### src/rtl/pwm_capture.sv
// pwm_capture: measures an incoming PWM waveform and reports high time, period
// and an 8-bit duty code, floor(high*256/period), on the same 0..255 scale the
// motor PWM generator consumes.
//
// The duty code comes from an 8-step restoring divider that produces one
// quotient bit per cycle, so there is no combinational divide.
//
// Parameters
//   CNT_W     width of the high-time/period counters (max period 2^CNT_W-1)
//   TIMEOUT   cycles of run_cnt before the input is declared stuck (< 2^CNT_W)
//   FILT_LEN  consecutive stable samples the glitch filter needs (filter build only)
//
// Build option
//   PWM_CAPTURE_FILTER_EN  when defined, a glitch filter sits between the
//                          synchronizer and the edge detector. It adds FILT_LEN
//                          cycles of latency to both edges and rejects pulses
//                          shorter than FILT_LEN cycles.
//
// Ports
//   clk         system clock
//   rst_n       asynchronous active-low reset (async assert, sync release)
//   pwm_in      asynchronous PWM input pin
//   duty        floor(high*256/period) of the last complete cycle
//   high_cnt    high time of the last complete cycle, in clk cycles
//   period_cnt  rising-to-rising period of the last complete cycle
//   valid       one-cycle strobe when duty/high_cnt/period_cnt update
//   timeout     high while the input is stuck; cleared by the next normal result
//   overrun     sticky; a period completed while the divider was still busy
//
// state  | meaning
// -------+--------------------------------------------------------------
// S_IDLE | no reference edge yet; waiting for a rising edge
// S_HIGH | input high; run_cnt counting, waiting for the falling edge
// S_LOW  | input low; run_cnt counting, waiting for the closing rising edge

module pwm_capture #(
    parameter int CNT_W    = 20,
    parameter int TIMEOUT  = 800000
`ifdef PWM_CAPTURE_FILTER_EN
    ,
    parameter int FILT_LEN = 4
`endif
) (
    input  logic             clk,
    input  logic             rst_n,
    input  logic             pwm_in,
    output logic [7:0]       duty,
    output logic [CNT_W-1:0] high_cnt,
    output logic [CNT_W-1:0] period_cnt,
    output logic             valid,
    output logic             timeout,
    output logic             overrun
);

    typedef enum logic [1:0] {
        S_IDLE,
        S_HIGH,
        S_LOW
    } state_t;

    localparam logic [CNT_W-1:0] TO_CNT  = CNT_W'(TIMEOUT);
    localparam logic [CNT_W-1:0] CNT_MAX = '1;

    // ------------------------------------------------------------------
    // Input path: 2-FF synchronizer, optional filter, edge-detect register
    // ------------------------------------------------------------------
    logic sync_1, sync_2;
    logic lvl, lvl_q;
    logic rise, fall;

    always_ff @(posedge clk or negedge rst_n) begin
        if (!rst_n) begin
            sync_1 <= 1'b0;
            sync_2 <= 1'b0;
        end else begin
            sync_1 <= pwm_in;
            sync_2 <= sync_1;
        end
    end

`ifdef PWM_CAPTURE_FILTER_EN
    localparam int FC_W = $clog2(FILT_LEN + 1);

    logic [FC_W-1:0] filt_cnt;
    logic            filt_lvl;

    // The filtered level follows sync_2 only after FILT_LEN consecutive
    // samples disagree with it; any agreeing sample restarts the count.
    always_ff @(posedge clk or negedge rst_n) begin
        if (!rst_n) begin
            filt_cnt <= '0;
            filt_lvl <= 1'b0;
        end else if (sync_2 == filt_lvl) begin
            filt_cnt <= '0;
        end else if (filt_cnt == FC_W'(FILT_LEN - 1)) begin
            filt_cnt <= '0;
            filt_lvl <= sync_2;
        end else begin
            filt_cnt <= filt_cnt + FC_W'(1);
        end
    end

    assign lvl = filt_lvl;
`else
    assign lvl = sync_2;
`endif

    always_ff @(posedge clk or negedge rst_n) begin
        if (!rst_n) begin
            lvl_q <= 1'b0;
        end else begin
            lvl_q <= lvl;
        end
    end

    assign rise = lvl & ~lvl_q;
    assign fall = ~lvl & lvl_q;

    // ------------------------------------------------------------------
    // Measurement FSM
    // ------------------------------------------------------------------
    state_t           state_q, state_d;
    logic [CNT_W-1:0] run_cnt;
    logic [CNT_W-1:0] h_q;
    logic             at_to;
    logic             cnt_one, cnt_clr, h_latch, div_load, to_go, to_report;

    assign at_to = (run_cnt >= TO_CNT);

    always_ff @(posedge clk or negedge rst_n) begin
        if (!rst_n) begin
            state_q <= S_IDLE;
        end else begin
            state_q <= state_d;
        end
    end

    always_comb begin
        state_d  = state_q;
        cnt_one  = 1'b0;
        cnt_clr  = 1'b0;
        h_latch  = 1'b0;
        div_load = 1'b0;
        to_go    = 1'b0;
        case (state_q)
            S_IDLE: begin
                if (rise) begin
                    state_d = S_HIGH;
                    cnt_one = 1'b1;
                end else if (at_to && !timeout) begin
                    // Only the first stuck interval is reported from IDLE.
                    to_go   = 1'b1;
                    cnt_clr = 1'b1;
                end
            end
            S_HIGH: begin
                if (fall) begin
                    state_d = S_LOW;
                    h_latch = 1'b1;
                end else if (at_to) begin
                    state_d = S_IDLE;
                    to_go   = 1'b1;
                    cnt_clr = 1'b1;
                end
            end
            S_LOW: begin
                if (rise) begin
                    state_d  = S_HIGH;
                    div_load = 1'b1;
                    cnt_one  = 1'b1;
                end else if (at_to) begin
                    state_d = S_IDLE;
                    to_go   = 1'b1;
                    cnt_clr = 1'b1;
                end
            end
            default: begin
                state_d = S_IDLE;
            end
        endcase
    end

    // A stuck input that is already flagged goes back to IDLE silently.
    assign to_report = to_go & ~timeout;

    // The rising-edge cycle counts as 1, so a closing edge sees run_cnt = H+L.
    always_ff @(posedge clk or negedge rst_n) begin
        if (!rst_n) begin
            run_cnt <= '0;
            h_q     <= '0;
        end else begin
            if (cnt_one) begin
                run_cnt <= CNT_W'(1);
            end else if (cnt_clr) begin
                run_cnt <= '0;
            end else if (run_cnt != CNT_MAX) begin
                run_cnt <= run_cnt + CNT_W'(1);
            end
            if (h_latch) begin
                h_q <= run_cnt;
            end
        end
    end

    // ------------------------------------------------------------------
    // Restoring divider: quotient = floor(h * 256 / p), MSB first.
    // h < p always holds, so the partial remainder stays below p and the
    // shifted value fits in CNT_W+1 bits.
    // ------------------------------------------------------------------
    logic [CNT_W:0]   rem_q, rem_sh, rem_nx;
    logic [CNT_W-1:0] div_p, div_h;
    logic [7:0]       quo_q, quo_nx;
    logic [3:0]       div_left;
    logic             div_busy, div_ge, div_done;

    always_comb begin
        rem_sh = rem_q << 1;
        div_ge = (rem_sh >= {1'b0, div_p});
        rem_nx = div_ge ? (rem_sh - {1'b0, div_p}) : rem_sh;
        quo_nx = {quo_q[6:0], div_ge};
    end

    // A new load or a timeout in the last iteration wins over completion.
    assign div_done = div_busy && (div_left == 4'd1) && !div_load && !to_go;

    always_ff @(posedge clk or negedge rst_n) begin
        if (!rst_n) begin
            rem_q    <= '0;
            div_p    <= '0;
            div_h    <= '0;
            quo_q    <= '0;
            div_left <= '0;
            div_busy <= 1'b0;
        end else if (div_load) begin
            rem_q    <= {1'b0, h_q};
            div_p    <= run_cnt;
            div_h    <= h_q;
            quo_q    <= '0;
            div_left <= 4'd8;
            div_busy <= 1'b1;
        end else if (to_go) begin
            div_busy <= 1'b0;
        end else if (div_busy) begin
            rem_q    <= rem_nx;
            quo_q    <= quo_nx;
            div_left <= div_left - 4'd1;
            if (div_left == 4'd1) begin
                div_busy <= 1'b0;
            end
        end
    end

    // ------------------------------------------------------------------
    // Result registers
    // ------------------------------------------------------------------
    always_ff @(posedge clk or negedge rst_n) begin
        if (!rst_n) begin
            duty       <= '0;
            high_cnt   <= '0;
            period_cnt <= '0;
            valid      <= 1'b0;
            timeout    <= 1'b0;
            overrun    <= 1'b0;
        end else begin
            valid <= 1'b0;
            if (div_load && div_busy) begin
                overrun <= 1'b1;
            end
            if (div_done) begin
                valid      <= 1'b1;
                duty       <= quo_nx;
                high_cnt   <= div_h;
                period_cnt <= div_p;
                timeout    <= 1'b0;
            end else if (to_report) begin
                valid      <= 1'b1;
                duty       <= {8{lvl}};
                high_cnt   <= '0;
                period_cnt <= '0;
                timeout    <= 1'b1;
            end
        end
    end

endmodule
### config.mk
export PLATFORM = sky130hd
export DESIGN_NAME = pwm_capture
export DESIGN_NICKNAME = d
export VERILOG_FILES = /design/src/rtl/pwm_capture.sv
export SDC_FILE = /design/constraint.sdc
export NUM_CORES = 1
export LEC_CHECK = 0
export CAP_MARGIN = 15
export CORE_ASPECT_RATIO = 1.75
export CORE_MARGIN = 4
export CORE_UTILIZATION = 45
export CTS_BUF_LIST = sky130_fd_sc_hd__clkbuf_16
export DETAILED_ROUTE_END_ITERATION = 7
export DONT_BUFFER_PORTS = 1
export HOLD_SLACK_MARGIN = 0.1
export PLACE_DENSITY = 0.68
export SLEW_MARGIN = 20
export SYNTH_ARGS = -nofsm -noshare
export SYNTH_HDL_FRONTEND = slang
export SYNTH_SLANG_ARGS = --single-unit
### constraint.sdc
create_clock -name clk -period 7.5 [get_ports clk]
set_input_delay 0.75 -clock clk [delete_from_list [all_inputs] [get_ports clk]]
set_output_delay 0.75 -clock clk [all_outputs]
set_load 0.005 [all_outputs]
==> results of run 1 <==
cell usage after synthesis, drive strengths merged, types with 3 or more instances:
library cell,number
a211o,3
a211oi,3
a21boi,4
a21o,5
a21oi,38
a221o,9
a221oi,3
buf,21
clkbuf,21
dfrtp,168
ha,24
inv,35
mux2,20
mux2i,6
nand2,226
nand2b,10
nand3,11
nand4,5
nor2,46
nor2b,6
nor3,14
nor3b,4
nor4,5
o211ai,7
o21a,4
o21ai,92
o22ai,3
o31a,4
or2,3
or3,4
xnor2,29
xor2,3
per-layer routing:
metal | track usage | vias up | share of wire
met5 | 0 | - | 0
met4 | 0.0949 | 0 | 0.035
met3 | 0.0342 | 40 | 0.031
met2 | 0.340 | 113 | 0.53
met1 | 0.230 | 2965 | 0.41
li1 | - | 2889 | -
state kept, by name (all words and copies together), names as in the netlist:
signal,count
div_h,20
div_p,20
h_q,20
high_cnt,20
period_cnt,20
rem_q,20
run_cnt,20
duty,8
quo_q,7
div_left,4
state_q,2
div_busy,1
lvl,1
lvl_q,1
overrun,1
sync_1,1
timeout,1
valid,1
final timing paths:
path,startpoint,endpoint,slack (ns),depth (start not counted)
min in group clk,pwm_in,sync_1,0.34,0
max,div_p[1],rem_q[12],4.37,9
min,rst_n,h_q[10],0.32,1
min reg2reg,sync_1,lvl,0.36,0
max in group asynchronous,rst_n,high_cnt[3],6.50,1
max reg2reg,div_p[1],rem_q[12],4.37,9
where the power goes:
group / switching, W / internal (W) / total, W
Sequential: 0.000147 / 0.00107 / 0.00122
Combinational: 0.000694 / 0.000518 / 0.00121
Clock: 0.000374 / 0.000525 / 0.000899
critical path, stage by stage, from the launching register on:
cell	delay (ns)
sky130_fd_sc_hd__dfrtp_1	0.38
sky130_fd_sc_hd__inv_1	0.08
sky130_fd_sc_hd__ha_1	0.29
sky130_fd_sc_hd__nor2b_1	0.16
sky130_fd_sc_hd__o31a_1	0.28
sky130_fd_sc_hd__o31a_1	0.33
sky130_fd_sc_hd__o21ba_4	0.26
sky130_fd_sc_hd__a2bb2oi_4	0.24
sky130_fd_sc_hd__nor2_1	0.73
sky130_fd_sc_hd__a221oi_1	0.21
stage by stage:
step                cell area [um^2]  power [W]  utilization  instances  setup WS (ns)
floorplan                       8080    0.00215            -        863           5.01
detailed placement              8230    0.00242        0.469       1056           4.33
CTS                             8850    0.00335        0.505       1089           4.32
global route                    8850    0.00353        0.505       1089           4.17
global placement                8230    0.00241        0.469       1056           4.39
finish                          8850    0.00333        0.505       1089           4.37
repair_timing:
action | CTS | global route
setup buffers | 0 | 0
hold buffers | 1 | 0
endpoints found under the hold margin | 168 | 0
logic make-up (layout without fill, tap and decap cells):
family          after synthesis  count (layout)  share of synthesized area
mux                          26              26                     0.0353
xor+xnor                     32              32                     0.0347
flops                       168             168                      0.520
compound gates              191             191                      0.146
fa+ha+maj                    25              25                     0.0396
simple gates                344             344                      0.183
buf+inv                      77              72                     0.0409
area by class of cell:
| class | count | area (um^2) | share of cell area |
|---|---|---|---|
| clock inverters | 15 | 175 | 0.0198 |
| well taps | 231 | 289 | 0.0326 |
| flip-flops and latches | 168 | 4200 | 0.475 |
| clock buffers | 17 | 425 | 0.0480 |
| repair buffers | 5 | 57.6 | 0.00650 |
| multi-input cells | 618 | 3570 | 0.403 |
| inverters | 35 | 131 | 0.0148 |
==> flow_summary.yaml, run 1 <==
outcome:
  result_of_the_run: "finished clean"
yosys:
  ys_warns: 0
  synth.cell_area_mm2: 0.00808
  synth_largest_type_area_fraction: 0.520
  synth.yosys.seq_area_share: 0.520
  yosysUniqueCellTypes: 63
  asyncSetResetFlopFracSynth: 1.00
  synth.ff_latch_count: 168
  synth_enable_flop_cells: 0
  synth.top_cells.by_area: "sky130_fd_sc_hd__dfrtp_1 52%, sky130_fd_sc_hd__nand2_1 10%, sky130_fd_sc_hd__o21ai_0 5.4%"
  post_synth.cell_area_avg_um2: 9.37
  synthFlopType: "sky130_fd_sc_hd__dfrtp_1"
  synthDominantAreaCellType: "sky130_fd_sc_hd__dfrtp_1"
  postSynthNetCount: 891
  syn-instance-count: 863
finish:
  drive_gt1_frac: 0.0828
  leading_cell_type_in_the_layout_fill_and_taps_excluded: "sky130_fd_sc_hd__nand2_1"
  num_antenna_cells: 0
  most-common-layout-cells: "226 x sky130_fd_sc_hd__nand2_1, 168 x sky130_fd_sc_hd__dfrtp_1, 87 x sky130_fd_sc_hd__o21ai_0, 44 x sky130_fd_sc_hd__nor2_1, 37 x sky130_fd_sc_hd__a21oi_1"
  area_growth_syn_to_layout_pct: 9.54
  nFillCells: 1588
  total_nets_final: 873
critical_path:
  cp-start-kind: "register"
  crit_path_max_fo: 15
  crit_arrival_ns: 3.39
  cp_data_required_time_ns: 7.77
  worst_path_class_setup: "register to register"
  cp-end-kind: "register"
timing:
  maxSlewHeadroom: 0.339
  grt_setup_unrepaired: "no"
  skew_ns: 0.0100
  tightestPinTransition_ns: 0.992
  final.hold.worst_slack_ns: 0.317
  finalMaxSlewViolations: 0
  final.period_utilization: 0.417
  timing.final.hold_violations: 0
  clock.fmax_mhz: 320
  layout_min_cycle_time_ns: 3.13
  finalSetupViolations: 0
  timing.setup.tns_ns: 0
worst_hold_path:
  kind_of_path_behind_the_tightest_hold_check: "input pin to asynchronous set/reset pin"
cts:
  cts_tree: "done"
  ctsRootBufferMaster: "sky130_fd_sc_hd__clkbuf_16"
  cts_inserted_buffers: 17
  clockBufferDepth: 2
  clock_latency_late_sink_ns: 0.43
  cts_num_sinks: 168
  cts_resized: 0
  clock_transition_time_at_the_flip_flop_clock_pins_of_the_worst_setup_and_hold_paths_ns: 0.06
  htreeDepth: 4
grt:
  grt_max_degree: 169
  grtUsageTotal: 0.195
  grt_pass1_vias: 6150
  initial_antenna_violation_count: 0
  grt_pass1_wl_um: 30700
  grt-ovfl-total: 0
detailed_routing:
  drt_first_iter_violations: 389
  drt_wl_total_um: 18800
  postRouteAntennaNets: 0
  post_drt_wl_per_cell_um: 17.3
  route.vias.total: 6007
  drc: 0
  drt-pass1-iter-count: 5
  detail_route.vias_per_cell: 5.52
power:
  peakVddDrop_v: 0.000157
  total_leakage_power_nw: 4.04
  pwr_density_cell_mw_per_mm2: 376
die:
  die_area_mm2: 0.0203
  start_util: 0.461
  io_pins: 54
  num_rows: 64
  placeableCoreArea_mm2: 0.0175
  fp.dieH_um: 185
  dieWidth_um: 109
place:
  globalplace.congestion: 0.913
  place.port_buffers: 0
  detailed_place_hpwl_um: 13000
job:
  max_cap_violations: 0
Power figures use the tool's default switching activity.
==> inputs of run 2 (changes only) <==
Settings changed: PLACE_DENSITY 0.68 to 0.7.
Clock period 7.5 ns to 2.72 ns, I/O delays scaled along.
==> run 2 against run 1 <==
Flip-flop and latch count stayed put. Wire length is 4.2% higher. Via count is 4.1% higher. Register-to-register slack worse by 4.3 ns. Fmax is 18% higher. Critical endpoint is now rem_q[7]. Largest cell class unchanged. The flow now finishes with violations (hold timing). Clock skew hardly changed. First-iteration DRC count is 19% higher. Highest routed layer unchanged.
==> flow_summary.yaml, run 2 (synthesis results as in run 1) <==
power:
  power.share.sequential: 0.346
  power.switching_w: 0.00357
  combinationalPowerShare: 0.428
  report.power.total_w: 0.00969
  peakVddDrop_v: 0.000466
  internal_power_w: 0.00612
  switching_share: 0.369
  share_clk_of_total_power: 0.226
  total_leakage_power_nw: 4.28
  pwr_density_cell_mw_per_mm2: 1040
die:
  placeableCoreArea_mm2: 0.0175
  die_area_mm2: 0.0203
  num_rows: 64
  dieWidth_um: 109
  fp.dieH_um: 185
  start_util: 0.461
  io_pins: 54
detailed_routing:
  post_drt_wl_per_cell_um: 17.1
  drt-pass1-iter-count: 6
  detail_route.vias_per_cell: 5.46
  drt_wl_total_um: 19600
  route.vias.total: 6252
  postRouteAntennaNets: 0
  drt_first_iter_violations: 461
  drc: 0
cts:
  cts_tree: "done"
  htreeDepth: 4
  post_cts_hold_buffer_count: 1
  clock_transition_time_at_the_flip_flop_clock_pins_of_the_worst_setup_and_hold_paths_ns: 0.07
  clockBufferDepth: 2
  clock_latency_late_sink_ns: 0.43
  cts_inserted_buffers: 17
  cts_num_sinks: 168
  ctsRootBufferMaster: "sky130_fd_sc_hd__clkbuf_16"
critical_path:
  worst_path_class_setup: "register to register"
  cp-end-kind: "register"
  crit_path_max_fo: 8
  critical_path.reg2reg.endpoint: "rem_q[7]"
  rrSetupSlack_ns: 0.07
  reg2reg_from: "div_p[1]"
  cp_data_required_time_ns: 3.02
  r2r.worst_path.cells: 10
  cp-start-kind: "register"
  crit_arrival_ns: 2.95
  worst_setup_path_startpoint: "div_p[1]"
place:
  detailed_place_hpwl_um: 13700
  dpl-instance-area_mm2: 0.00861
  place_ws_ns: -0.270
  globalplace.congestion: 0.940
  place.port_buffers: 0
grt:
  grt_pass1_wl_um: 31800
  initial_antenna_violation_count: 0
  grtUsageTotal: 0.202
  grt_util_met3: 0.0300
  met1_usage: 0.237
  grt_max_degree: 169
  gr-max-usage-layer: "met2"
  grt_pass1_vias: 6330
  grt-ovfl-total: 0
  grt_util_met2: 0.360
timing:
  skew_ns: 0.0102
  grt_setup_unrepaired: "no"
  setup_slack_ns: 0.0734
  layout_min_cycle_time_ns: 2.65
  finalSetupViolations: 0
  maxSlewHeadroom: 0.677
  finalMaxSlewViolations: 0
  final.hold.worst_slack_ns: -0.450
  final.period_utilization: 0.973
  clock.fmax_mhz: 378
  timing.final.hold_violations: 168
  tightestPinTransition_ns: 0.480
  timing.setup.tns_ns: 0
finish:
  drive_gt1_frac: 0.150
  final_util: 0.532
  most-common-layout-cells: "226 x sky130_fd_sc_hd__nand2_1, 168 x sky130_fd_sc_hd__dfrtp_1, 86 x sky130_fd_sc_hd__o21ai_0, 56 x sky130_fd_sc_hd__buf_4, 43 x sky130_fd_sc_hd__nor2_1"
  area_growth_syn_to_layout_pct: 15.3
  seq_area_mm2: 0.00420
  nFillCells: 1549
  post-route-cell-area_mm2: 0.00932
  total_nets_final: 930
  multi_input_area_mm2: 0.00366
  num_antenna_cells: 0
  leading_cell_type_in_the_layout_fill_and_taps_excluded: "sky130_fd_sc_hd__nand2_1"
outcome:
  failing_checks: "hold timing"
  result_of_the_run: "complete, but fails checks"
job:
  max_cap_violations: 0
worst_hold_path:
  kind_of_path_behind_the_tightest_hold_check: "input pin to asynchronous set/reset pin"
==> run 2: cell types whose count changed in the layout (fill, tap and decap cells not counted), moves of 2 or more <==
| cell | change |
|---|---|
| sky130_fd_sc_hd__ha_1 | -3 |
| sky130_fd_sc_hd__inv_1 | -2 |
| sky130_fd_sc_hd__ha_4 | +2 |
| sky130_fd_sc_hd__buf_4 | +52 |
| sky130_fd_sc_hd__clkinvlp_4 | +4 |
| sky130_fd_sc_hd__clkinv_4 | +3 |
| sky130_fd_sc_hd__buf_12 | +3 |
| sky130_fd_sc_hd__bufinv_16 | -3 |
| sky130_fd_sc_hd__clkinv_1 | +3 |
| sky130_fd_sc_hd__inv_6 | -3 |
| sky130_fd_sc_hd__clkinv_2 | -3 |
==> run 2: worst max-delay path by stage <==
stage | endpoint | slack [ns] | depth (start not counted)
2_1_floorplan | rem_q[10] | 0.23 | 10
3_3_place_gp | rem_q[12] | -0.23 | 8
3_5_place_dp | rem_q[12] | -0.27 | 8
4_1_cts | rem_q[12] | 0.02 | 8
5_1_grt | rem_q[7] | 0.006 | 10
6_report | rem_q[7] | 0.07 | 10
==> run 2: layout make-up <==
cell class | count | share of cell area
multi-input cells | 619 | 0.393
well taps | 231 | 0.0310
clock buffers | 17 | 0.0456
clock inverters | 15 | 0.0115
flip-flops and latches | 168 | 0.451
inverters | 35 | 0.0141
repair buffers | 61 | 0.0538
==> run 2: metal layers <==
metal / up-vias / wire length, um / share of wire
met3: 35 / 549 / 0.028
met1: 3083 / 7730 / 0.39
met4: 0 / 584 / 0.030
met5: - / 0 / 0
li1: 3009 / - / -
met2: 125 / 10700 / 0.55
==> run 2: power by group through the flow <==
stage	clock network, W	logic, W	registers (W)
final	0.00219	0.00415	0.00335
after global routing	0.00233	0.00454	0.00341
after CTS	0.00223	0.00380	0.00334
after detailed placement	0	0.00371	0.00338
after global placement	0	0.00366	0.00337
after floorplan	0	0.00266	0.00327
==> run 2: worst max-delay path: stages, from the launching register on <==
cell	delay [ns]
sky130_fd_sc_hd__dfrtp_1	0.38
sky130_fd_sc_hd__inv_2	0.08
sky130_fd_sc_hd__ha_4	0.20
sky130_fd_sc_hd__nor2b_4	0.13
sky130_fd_sc_hd__o31a_1	0.32
sky130_fd_sc_hd__o31a_1	0.32
sky130_fd_sc_hd__o21ba_4	0.22
sky130_fd_sc_hd__a2bb2oi_4	0.17
sky130_fd_sc_hd__buf_12	0.15
sky130_fd_sc_hd__and2_4	0.19
sky130_fd_sc_hd__a221o_1	0.34
==> run 2: stage by stage <==
stage               instances  hold WS (ns)
floorplan                 863       -0.0236
global placement         1104       -0.0156
detailed placement       1104       -0.0157
CTS                      1138        -0.472
global route             1146        -0.471
finish                   1146        -0.450
==> run 2: repair_timing <==
action | CTS | global route
setup buffers | 0 | 8
gates cloned | 1 | 0
pin swaps | 0 | 7
endpoints found under the hold margin | 169 | 168
setup endpoints to repair | 12 | 13
gates resized for setup | 5 | 17
